File: config.mk
export PLATFORM = sky130hd
export DESIGN_NAME = wb_arbiter
export DESIGN_NICKNAME = d
export VERILOG_FILES = /design/src/rtl/wb_pkg.sv /design/src/rtl/rr_arbiter.sv /design/src/rtl/wb_arbiter.sv
export SDC_FILE = /design/constraint.sdc
export NUM_CORES = 1
export LEC_CHECK = 0
export CORE_ASPECT_RATIO = 0.9
export CORE_MARGIN = 8
export CORE_UTILIZATION = 40
export CTS_BUF_LIST = sky130_fd_sc_hd__clkbuf_4 sky130_fd_sc_hd__clkbuf_8
export CTS_CLUSTER_SIZE = 25
export DETAILED_ROUTE_END_ITERATION = 16
export GPL_ROUTABILITY_DRIVEN = 0
export MAX_ROUTING_LAYER = met4
export PLACE_DENSITY = 0.69
export SETUP_SLACK_MARGIN = 0.1
export SYNTH_ARGS = -nofsm -noshare
export SYNTH_HDL_FRONTEND = slang
export SYNTH_SLANG_ARGS = --single-unit
File: constraint.sdc
create_clock -name clk -period 4.42 [get_ports clk]
set_clock_uncertainty 0.15 [all_clocks]
set_input_delay 0.442 -clock clk [delete_from_list [all_inputs] [get_ports clk]]
set_output_delay 0.442 -clock clk [all_outputs]
set_load 0.1 [all_outputs]
File: src/rtl/wb_pkg.sv
// Shared constants and types for the writeback arbiter and its users.
package wb_pkg;

   localparam int SRC_ALU    = 0;
   localparam int SRC_MUL    = 1;
   localparam int SRC_LSU    = 2;
   localparam int WB_NUM_SRC = 3;
   localparam int XLEN       = 32;
   localparam int REG_IDX_W  = 5;

   // One result as carried on a writeback channel.
   typedef struct packed {
      logic [REG_IDX_W-1:0] rd;
      logic [XLEN-1:0]      data;
   } wb_req_t;

endpackage

File: src/rtl/rr_arbiter.sv
// Combinational round-robin arbiter: grants the first requester found
// searching upward from ptr, wrapping modulo N (N need not be a power of two).
module rr_arbiter
   import wb_pkg::*;
#(
   parameter int N = 3,
   localparam int PTR_W = (N > 1) ? $clog2(N) : 1
) (
   input  logic [N-1:0]     req,
   input  logic [PTR_W-1:0] ptr,
   output logic [N-1:0]     grant,
   output logic [PTR_W-1:0] grant_idx,
   output logic             grant_any
);

   // One extra bit so ptr+k can exceed N before the explicit wrap.
   logic [PTR_W:0] pos;

   // Rotating priority search; the first hit wins, later hits are ignored.
   always_comb begin
      grant     = '0;
      grant_idx = '0;
      grant_any = 1'b0;
      pos       = '0;
      for (int k = 0; k < N; k++) begin
         pos = {1'b0, ptr} + (PTR_W+1)'(k);
         if (pos >= (PTR_W+1)'(N)) begin
            pos = pos - (PTR_W+1)'(N);
         end
         if (!grant_any && req[pos[PTR_W-1:0]]) begin
            grant_any                 = 1'b1;
            grant[pos[PTR_W-1:0]]     = 1'b1;
            grant_idx                 = pos[PTR_W-1:0];
         end
      end
   end

endmodule

File: src/rtl/wb_arbiter.sv
// Writeback arbiter: one-entry holder per execution unit, round-robin pick
// of one occupied holder per cycle, registered register-file write port.
module wb_arbiter
   import wb_pkg::*;
#(
   parameter int NUM_SRC = WB_NUM_SRC,
   parameter int DATA_W  = XLEN,
   parameter int RD_W    = REG_IDX_W
) (
   input  logic                      clk,
   input  logic                      rst,
   input  logic                      flush,
   input  logic [NUM_SRC-1:0]        src_valid,
   output logic [NUM_SRC-1:0]        src_ready,
   input  logic [NUM_SRC*DATA_W-1:0] src_data,
   input  logic [NUM_SRC*RD_W-1:0]   src_rd,
   output logic                      wb_valid,
   output logic                      wb_we,
   output logic [RD_W-1:0]           wb_rd,
   output logic [DATA_W-1:0]         wb_data,
   output logic [NUM_SRC-1:0]        wb_src
);

   localparam int PTR_W = $clog2(NUM_SRC);

   logic [NUM_SRC-1:0] hold_v_q, hold_v_d;
   logic [DATA_W-1:0]  hold_data_q [NUM_SRC];
   logic [DATA_W-1:0]  hold_data_d [NUM_SRC];
   logic [RD_W-1:0]    hold_rd_q   [NUM_SRC];
   logic [RD_W-1:0]    hold_rd_d   [NUM_SRC];
   logic [PTR_W-1:0]   rr_ptr_q, rr_ptr_d;

   logic               wb_valid_q, wb_valid_d;
   logic               wb_we_q, wb_we_d;
   logic [RD_W-1:0]    wb_rd_q, wb_rd_d;
   logic [DATA_W-1:0]  wb_data_q, wb_data_d;
   logic [NUM_SRC-1:0] wb_src_q, wb_src_d;

   logic [NUM_SRC-1:0] grant;
   logic [PTR_W-1:0]   grant_idx;
   logic               grant_any;
   logic [NUM_SRC-1:0] accept;

   rr_arbiter #(.N(NUM_SRC)) u_rr (
      .req       (hold_v_q),
      .ptr       (rr_ptr_q),
      .grant     (grant),
      .grant_idx (grant_idx),
      .grant_any (grant_any)
   );

   // A granted holder drains this edge, so it may refill at the same time.
   // Flush deliberately does not gate ready; it only discards what arrives.
   assign src_ready = ~hold_v_q | grant;
   assign accept    = src_valid & src_ready & {NUM_SRC{~flush}};

   // Holder next state: load on accept, clear when drained, wipe on flush.
   always_comb begin
      hold_v_d = flush ? '0 : ((hold_v_q & ~grant) | accept);
      for (int i = 0; i < NUM_SRC; i++) begin
         hold_data_d[i] = accept[i] ? src_data[i*DATA_W +: DATA_W] : hold_data_q[i];
         hold_rd_d[i]   = accept[i] ? src_rd[i*RD_W +: RD_W]       : hold_rd_q[i];
      end
   end

   // Writeback slot and pointer update; data/rd keep old values when idle.
   always_comb begin
      wb_valid_d = 1'b0;
      wb_we_d    = 1'b0;
      wb_src_d   = '0;
      wb_rd_d    = wb_rd_q;
      wb_data_d  = wb_data_q;
      rr_ptr_d   = rr_ptr_q;
      if (!flush && grant_any) begin
         wb_valid_d = 1'b1;
         wb_rd_d    = hold_rd_q[grant_idx];
         wb_data_d  = hold_data_q[grant_idx];
         wb_we_d    = (hold_rd_q[grant_idx] != '0);
         wb_src_d   = grant;
         rr_ptr_d   = (grant_idx == PTR_W'(NUM_SRC-1)) ? '0 : grant_idx + 1'b1;
      end
   end

   // State registers with asynchronous clear.
   always_ff @(posedge clk or posedge rst) begin
      if (rst) begin
         hold_v_q   <= '0;
         rr_ptr_q   <= '0;
         wb_valid_q <= 1'b0;
         wb_we_q    <= 1'b0;
         wb_rd_q    <= '0;
         wb_data_q  <= '0;
         wb_src_q   <= '0;
         for (int i = 0; i < NUM_SRC; i++) begin
            hold_data_q[i] <= '0;
            hold_rd_q[i]   <= '0;
         end
      end else begin
         hold_v_q   <= hold_v_d;
         rr_ptr_q   <= rr_ptr_d;
         wb_valid_q <= wb_valid_d;
         wb_we_q    <= wb_we_d;
         wb_rd_q    <= wb_rd_d;
         wb_data_q  <= wb_data_d;
         wb_src_q   <= wb_src_d;
         for (int i = 0; i < NUM_SRC; i++) begin
            hold_data_q[i] <= hold_data_d[i];
            hold_rd_q[i]   <= hold_rd_d[i];
         end
      end
   end

   assign wb_valid = wb_valid_q;
   assign wb_we    = wb_we_q;
   assign wb_rd    = wb_rd_q;
   assign wb_data  = wb_data_q;
   assign wb_src   = wb_src_q;

endmodule

==> results of run 1 <==
-- cell families after synthesis --
| family | synth area share [%] |
|---|---|
| flops | 58.6 |
| compound gates | 10.6 |
| mux | 19.5 |
| fa+ha+maj | 0.742 |
| buf+inv | 4.25 |
| simple gates | 6.36 |
-- report_power, final --
| part | switching (W) | internal (W) | total [W] |
|---|---|---|---|
| combinational | 0.00242 | 0.00111 | 0.00353 |
| clock | 0.000536 | 0.000469 | 0.00100 |
| sequential | 0.000345 | 0.00204 | 0.00238 |
-- flip-flops by register name, summed over array words and instances (netlist names) --
register     count
hold_rd_q       15
hold_data_q     96
wb_data         32
wb_src           3
rr_ptr_q         2
wb_valid         1
wb_we            1
hold_v_q         3
wb_rd            5
-- path summary, 6_finish.rpt --
check / from / to / slack [ps] / cells past startpoint
worst max-delay path: rr_ptr_q[1]$_DFFE_PP0P_ / wb_rd[4]$_DFFE_PP0P_ / 1100 / 9
worst min-delay path: hold_data_q[54]$_DFFE_PP0P_ / hold_data_q[54]$_DFFE_PP0P_ / 350 / 1
worst max register to register: rr_ptr_q[1]$_DFFE_PP0P_ / wb_rd[4]$_DFFE_PP0P_ / 1100 / 9
worst min register to register: hold_data_q[54]$_DFFE_PP0P_ / hold_data_q[54]$_DFFE_PP0P_ / 350 / 1
max in group asynchronous: rst / wb_data[27]$_DFFE_PP0P_ / 2730 / 3
min in group asynchronous: rst / hold_data_q[48]$_DFFE_PP0P_ / 390 / 2
-- metrics by stage --
step,instances,hold WS [ps],util (%),power (W),worst slack (ps)
after floorplan,529,302,-,0.00505,1030
after global placement,877,319,51.0,0.00587,1280
after detailed placement,877,330,51.0,0.00597,1120
after CTS,909,351,53.3,0.00698,1110
after global routing,909,373,53.3,0.00732,916
final,909,348,53.3,0.00692,1100
-- synth_stat cells, types with 2 or more instances --
cell type and number:
sky130_fd_sc_hd__nand3_1 3, sky130_fd_sc_hd__o21ai_0 9, sky130_fd_sc_hd__a22oi_1 32, sky130_fd_sc_hd__nand2_1 42
sky130_fd_sc_hd__nor3_1 2, sky130_fd_sc_hd__buf_2 13, sky130_fd_sc_hd__a21oi_1 14, sky130_fd_sc_hd__inv_1 9
sky130_fd_sc_hd__nor2_1 38, sky130_fd_sc_hd__buf_8 3, sky130_fd_sc_hd__buf_6 3, sky130_fd_sc_hd__mux2i_1 4
sky130_fd_sc_hd__nand3b_1 6, sky130_fd_sc_hd__mux2_2 105, sky130_fd_sc_hd__ha_1 4, sky130_fd_sc_hd__o21a_1 3
sky130_fd_sc_hd__a31oi_1 32, sky130_fd_sc_hd__clkbuf_1 6, sky130_fd_sc_hd__a22o_1 3, sky130_fd_sc_hd__buf_4 11
sky130_fd_sc_hd__dfrtp_1 158, sky130_fd_sc_hd__nor2b_1 2, sky130_fd_sc_hd__o211ai_1 2, sky130_fd_sc_hd__mux2_1 8
-- layer usage --
metal	GRT usage (%)	vias to the layer above	wire length [um]
li1	-	2209	-
met1	20.3	2376	7640
met2	28.3	142	8500
met3	3.80	20	566
met4	5.15	0	249
met5	-	-	0
-- cell type report --
cell class	count	share of cell area (%)
Clock buffer	22	3.41
Tap cell	211	2.97
Sequential cell	158	44.5
Inverter	10	0.465
Clock inverter	10	0.902
Multi-Input combinational cell	325	28.5
Timing Repair Buffer	173	19.2
-- critical path, stage by stage (launching register included) --
cell,delay [ps]
sky130_fd_sc_hd__dfrtp_1,400
sky130_fd_sc_hd__inv_1,100
sky130_fd_sc_hd__ha_1,340
sky130_fd_sc_hd__inv_2,100
sky130_fd_sc_hd__or4_4,550
sky130_fd_sc_hd__a32oi_1,230
sky130_fd_sc_hd__o31a_2,600
sky130_fd_sc_hd__mux2_2,410
sky130_fd_sc_hd__mux2i_1,170
sky130_fd_sc_hd__o21ai_0,140
==> flow_summary.json, run 1 <==
{
  "run_status": "completed",
  "ant_nets": 0,
  "placement.cell_area_um2": 8490,
  "p_per_area_nw_per_um2": 779,
  "timing.max_cap.violations": 0,
  "drt-wirelength-per-cell_um": 18.7,
  "final_layout_size_suffix_gt1_share_pct": 23.4,
  "mappedNetlistNets": 650,
  "synth_top_cell_area_share_pct": 58.6,
  "post_cts_hold_buffers": 0,
  "post_cts_resize_count": 0,
  "core_region_area_um2": 16700,
  "cts-buffers-inserted": 17,
  "critPathRequiredTime_ps": 4570,
  "layout.cells.most_common_list": "158 x sky130_fd_sc_hd__dfrtp_1, 158 x sky130_fd_sc_hd__clkdlybuf4s50_1, 105 x sky130_fd_sc_hd__mux2_2, 42 x sky130_fd_sc_hd__nand2_1, 38 x sky130_fd_sc_hd__nor2_1",
  "yosys.area.top_type": "sky130_fd_sc_hd__dfrtp_1",
  "die_h_um": 139,
  "sum_of_negative_setup_slack_ps": 0,
  "vias_per_cell": 5.22,
  "finish.instance_area_um2": 8880,
  "io_pins": 162,
  "synth_seq_area_share_pct": 58.6,
  "max_slew.worst_pin.slew_ps": 998,
  "ir_drop_mv": 0.503,
  "drt_pass1_iterations": 4,
  "clock_tree_from_tritoncts": "built",
  "dp.final_hpwl_um": 12300,
  "timing.critical_path.to_type": "register",
  "post-cts-setup-buffer-count": 0,
  "die_footprint_um2": 21300,
  "grt_antenna_before_repair": 0,
  "detail_route.wirelength_um": 17000,
  "timing_hold_violations_final": 0,
  "synth_cells": 529,
  "drt_iter0_markers": 180,
  "primary_flip_flop_cell_chosen_by_synthesis_mapping": "sky130_fd_sc_hd__dfrtp_1",
  "post_synth_num_cell_types": 41,
  "grt_usage_pct": 17.0,
  "layout-area-overhead-vs-synth_pct": 31.6,
  "async_reset_ff_share_pct": 100,
  "syn_area_um2": 6750,
  "diodes": 0,
  "timing_worst_setup_path_type": "reg2reg",
  "clk_root_buffer_cell": "sky130_fd_sc_hd__clkbuf_8",
  "h_tree_lvl_count": 4,
  "synth_top_cells_by_area": "sky130_fd_sc_hd__dfrtp_1 59%, sky130_fd_sc_hd__mux2_2 18%, sky130_fd_sc_hd__a22oi_1 3.6%, sky130_fd_sc_hd__a31oi_1 3.0%, sky130_fd_sc_hd__nand2_1 2.3%",
  "critPathArrivalTime_ps": 3470,
  "cts_buffer_depth": 2,
  "synth-edff-count": 0,
  "maxClockFrequency_mhz": 301,
  "rows": 45,
  "register_area_um2": 3950,
  "grt_start_max_net_pins": 79,
  "timing.final.crit_period_ps": 3320,
  "slew_headroom_pct": 33.2,
  "avg_inst_size_synth_um2": 12.8,
  "wire_length_of_the_first_global_routing_pass_um": 27800,
  "numPortBuffers": 161,
  "final-max-slew-violation-count": 0,
  "worstSkewPairLatency_ps": 440,
  "residual_drc": 0,
  "total_leakage_power_nw": 3.64,
  "cp_max_fo": 25,
  "multi_input_comb_area_um2": 2530,
  "first_global_vias": 5351,
  "initial_utilization_pct": 40.5,
  "rsz0062_at_grt": "false",
  "path_clk_slew_ps": 90,
  "post-route-period-util_pct": 75.1,
  "layout.filler_cells": 1410,
  "grt_remaining_overflow": 0,
  "finalSetupViolCount": 0,
  "nNetsFinal": 806,
  "clock_sink_count": 158,
  "synth_seq_cells": 158,
  "vias": 4747,
  "floorplan.die.width_um": 153,
  "worstSetupStartpointType": "register",
  "worstHoldPathType": "reg2reg",
  "synthesis.yosys.warnings": 0
}
Note: power is estimated with default switching activity, not from simulation.
==> inputs of run 2 (changes only) <==
--- a/config.mk
+++ b/config.mk
@@ -13,7 +13,7 @@
 export DETAILED_ROUTE_END_ITERATION = 16
 export GPL_ROUTABILITY_DRIVEN = 0
 export MAX_ROUTING_LAYER = met4
-export PLACE_DENSITY = 0.69
+export PLACE_DENSITY = 0.67
 export SETUP_SLACK_MARGIN = 0.1
 export SYNTH_ARGS = -nofsm -noshare
 export SYNTH_HDL_FRONTEND = slang
==> constraint.sdc (replaced) <==
create_clock -name clk -period 3.4 [get_ports clk]
set_clock_uncertainty 0.15 [all_clocks]
set_input_delay 0.34 -clock clk [delete_from_list [all_inputs] [get_ports clk]]
set_output_delay 0.34 -clock clk [all_outputs]
set_load 0.1 [all_outputs]
==> run 2 against run 1 <==
Effect of this change:
- non-clock buffer count increased by 1
- final cell count increased by 0.11%
- core utilization about the same
- register-to-register slack got worse by 760 ps
- power increased by 31%
==> flow_summary.json, run 2 (synthesis gave the netlist of run 1 again) <==
{
  "detail_route.wirelength_um": 17500,
  "placement.cell_area_um2": 8510,
  "first_global_vias": 5281,
  "grt_antenna_before_repair": 0,
  "critPathRequiredTime_ps": 2910,
  "numPortBuffers": 161,
  "initial_utilization_pct": 40.5,
  "vias_per_cell": 5.30,
  "io_pins": 162,
  "drt-wirelength-per-cell_um": 19.3,
  "post-route-period-util_pct": 91.0,
  "layout-area-overhead-vs-synth_pct": 31.7,
  "final-max-slew-violation-count": 0,
  "wire_length_of_the_first_global_routing_pass_um": 28300,
  "placed_cells_incl_taps": 878,
  "path_clk_slew_ps": 90,
  "max_slew.worst_pin.slew_ps": 1060,
  "residual_drc": 0,
  "ant_nets": 0,
  "cts-buffers-inserted": 17,
  "largest_register_ffs": 96,
  "drt_iter0_markers": 291,
  "slew_headroom_pct": 28.8,
  "finalSetupViolCount": 0,
  "die_footprint_um2": 21300,
  "timing_worst_setup_path_type": "reg2out",
  "dp.final_hpwl_um": 12100,
  "floorplan.die.width_um": 153,
  "rows": 45,
  "critPathArrivalTime_ps": 2610,
  "core_region_area_um2": 16700,
  "maxClockFrequency_mhz": 323,
  "worstSetupStartpointType": "register",
  "utilization_pct": 53.3,
  "post_cts_hold_buffers": 0,
  "worstHoldPathType": "in2async",
  "sum_of_negative_setup_slack_ps": 0,
  "rsz0062_at_grt": "false",
  "total_leakage_power_nw": 3.64,
  "grt_start_max_net_pins": 159,
  "clock_tree_from_tritoncts": "built",
  "p_per_area_nw_per_um2": 1020,
  "finish.instance_area_um2": 8880,
  "diodes": 0,
  "layout.cells.most_common_list": "158 x sky130_fd_sc_hd__dfrtp_1, 158 x sky130_fd_sc_hd__clkdlybuf4s50_1, 105 x sky130_fd_sc_hd__mux2_2, 42 x sky130_fd_sc_hd__nand2_1, 38 x sky130_fd_sc_hd__nor2_1",
  "grt_remaining_overflow": 0,
  "timing.critical_path.to_type": "output pin",
  "layout.filler_cells": 1389,
  "cts_buffer_depth": 2,
  "timing_hold_violations_final": 0,
  "clk_root_buffer_cell": "sky130_fd_sc_hd__clkbuf_8",
  "top_register": "hold_data_q",
  "final_layout_size_suffix_gt1_share_pct": 23.6,
  "worstSkewPairLatency_ps": 460,
  "ir_drop_mv": 0.648,
  "drt_pass1_iterations": 5,
  "timing.final.crit_period_ps": 3100,
  "timing.max_cap.violations": 0,
  "run_status": "completed",
  "vias": 4821,
  "die_h_um": 139,
  "grt_usage_pct": 17.4,
  "h_tree_lvl_count": 4,
  "clock_sink_count": 158,
  "design_power_w": 0.00907,
  "cp_max_fo": 14,
  "nNetsFinal": 807,
  "final_cell_count_no_fill": 910
}
## run 2: cell types whose count changed in the layout (fill, tap and decap cells not counted), sizes merged
cell      before  now
buf           15   16
bufinv         0    1
clkbuf        22   17
clkinvlp       4    5
inv           10   13
## run 2: final timing paths
path | from | to | slack, ps | cells after the start
worst min-delay path | rst | hold_data_q[74]$_DFFE_PP0P_ | 320 | 3
worst max register to register | rr_ptr_q[1]$_DFFE_PP0P_ | wb_we$_DFF_PP0_ | 340 | 9
min in group clk | src_valid[2] | hold_v_q[2]$_DFF_PP0_ | 320 | 3
worst min register to register | hold_data_q[45]$_DFFE_PP0P_ | hold_data_q[45]$_DFFE_PP0P_ | 340 | 1
worst max-delay path | rr_ptr_q[0]$_DFFE_PP0P_ | src_ready[0] | 300 | 8
max in group asynchronous | rst | wb_data[30]$_DFFE_PP0P_ | 2180 | 3
## run 2: timing repair
item | in CTS | in global routing
buffers inserted | 0 | 0
gates resized for setup | 0 | 1
setup endpoints to repair | 0 | 2
endpoints found under the hold margin | 0 | 0
## run 2: cell type report
class,count,area (um^2),area share [%]
inverters,10,41.3,0.465
clock buffers,17,234,2.63
multi-input cells,325,2530,28.5
well taps,211,264,2.97
flip-flops and latches,158,3950,44.5
repair buffers,174,1720,19.3
clock inverters,15,138,1.55
## run 2: stage by stage
step | setup WS (ps) | hold WS [ps]
CTS | 266 | 292
global placement | 465 | 319
floorplan | 147 | 253
finish | 304 | 318
global route | 113 | 300
detailed placement | 292 | 330
## run 2: worst max-delay path, stage by stage (launching register included)
cell                       delay (ps)
sky130_fd_sc_hd__dfrtp_1          390
sky130_fd_sc_hd__inv_1             90
sky130_fd_sc_hd__ha_1             550
sky130_fd_sc_hd__nand3b_1         200
sky130_fd_sc_hd__o211ai_1         150
sky130_fd_sc_hd__o22ai_1          120
sky130_fd_sc_hd__a21oi_1          260
sky130_fd_sc_hd__nand2_1          120
sky130_fd_sc_hd__buf_4            250
## run 2: where the power goes
| part | total (W) | internal (W) | switching (W) |
|---|---|---|---|
| registers | 0.00309 | 0.00265 | 0.000437 |
| clock network | 0.00134 | 0.000587 | 0.000750 |
| logic | 0.00465 | 0.00146 | 0.00319 |
| total | 0.00907 | 0.00470 | 0.00438 |
## run 2: layer usage
layer | vias to the layer above | global-route usage, % | wire length [um]
li1 | 2214 | - | -
met1 | 2421 | 21.3 | 7760
met2 | 163 | 27.4 | 8530
met3 | 23 | 5.20 | 981
met4 | 0 | 5.67 | 259
met5 | - | - | 0
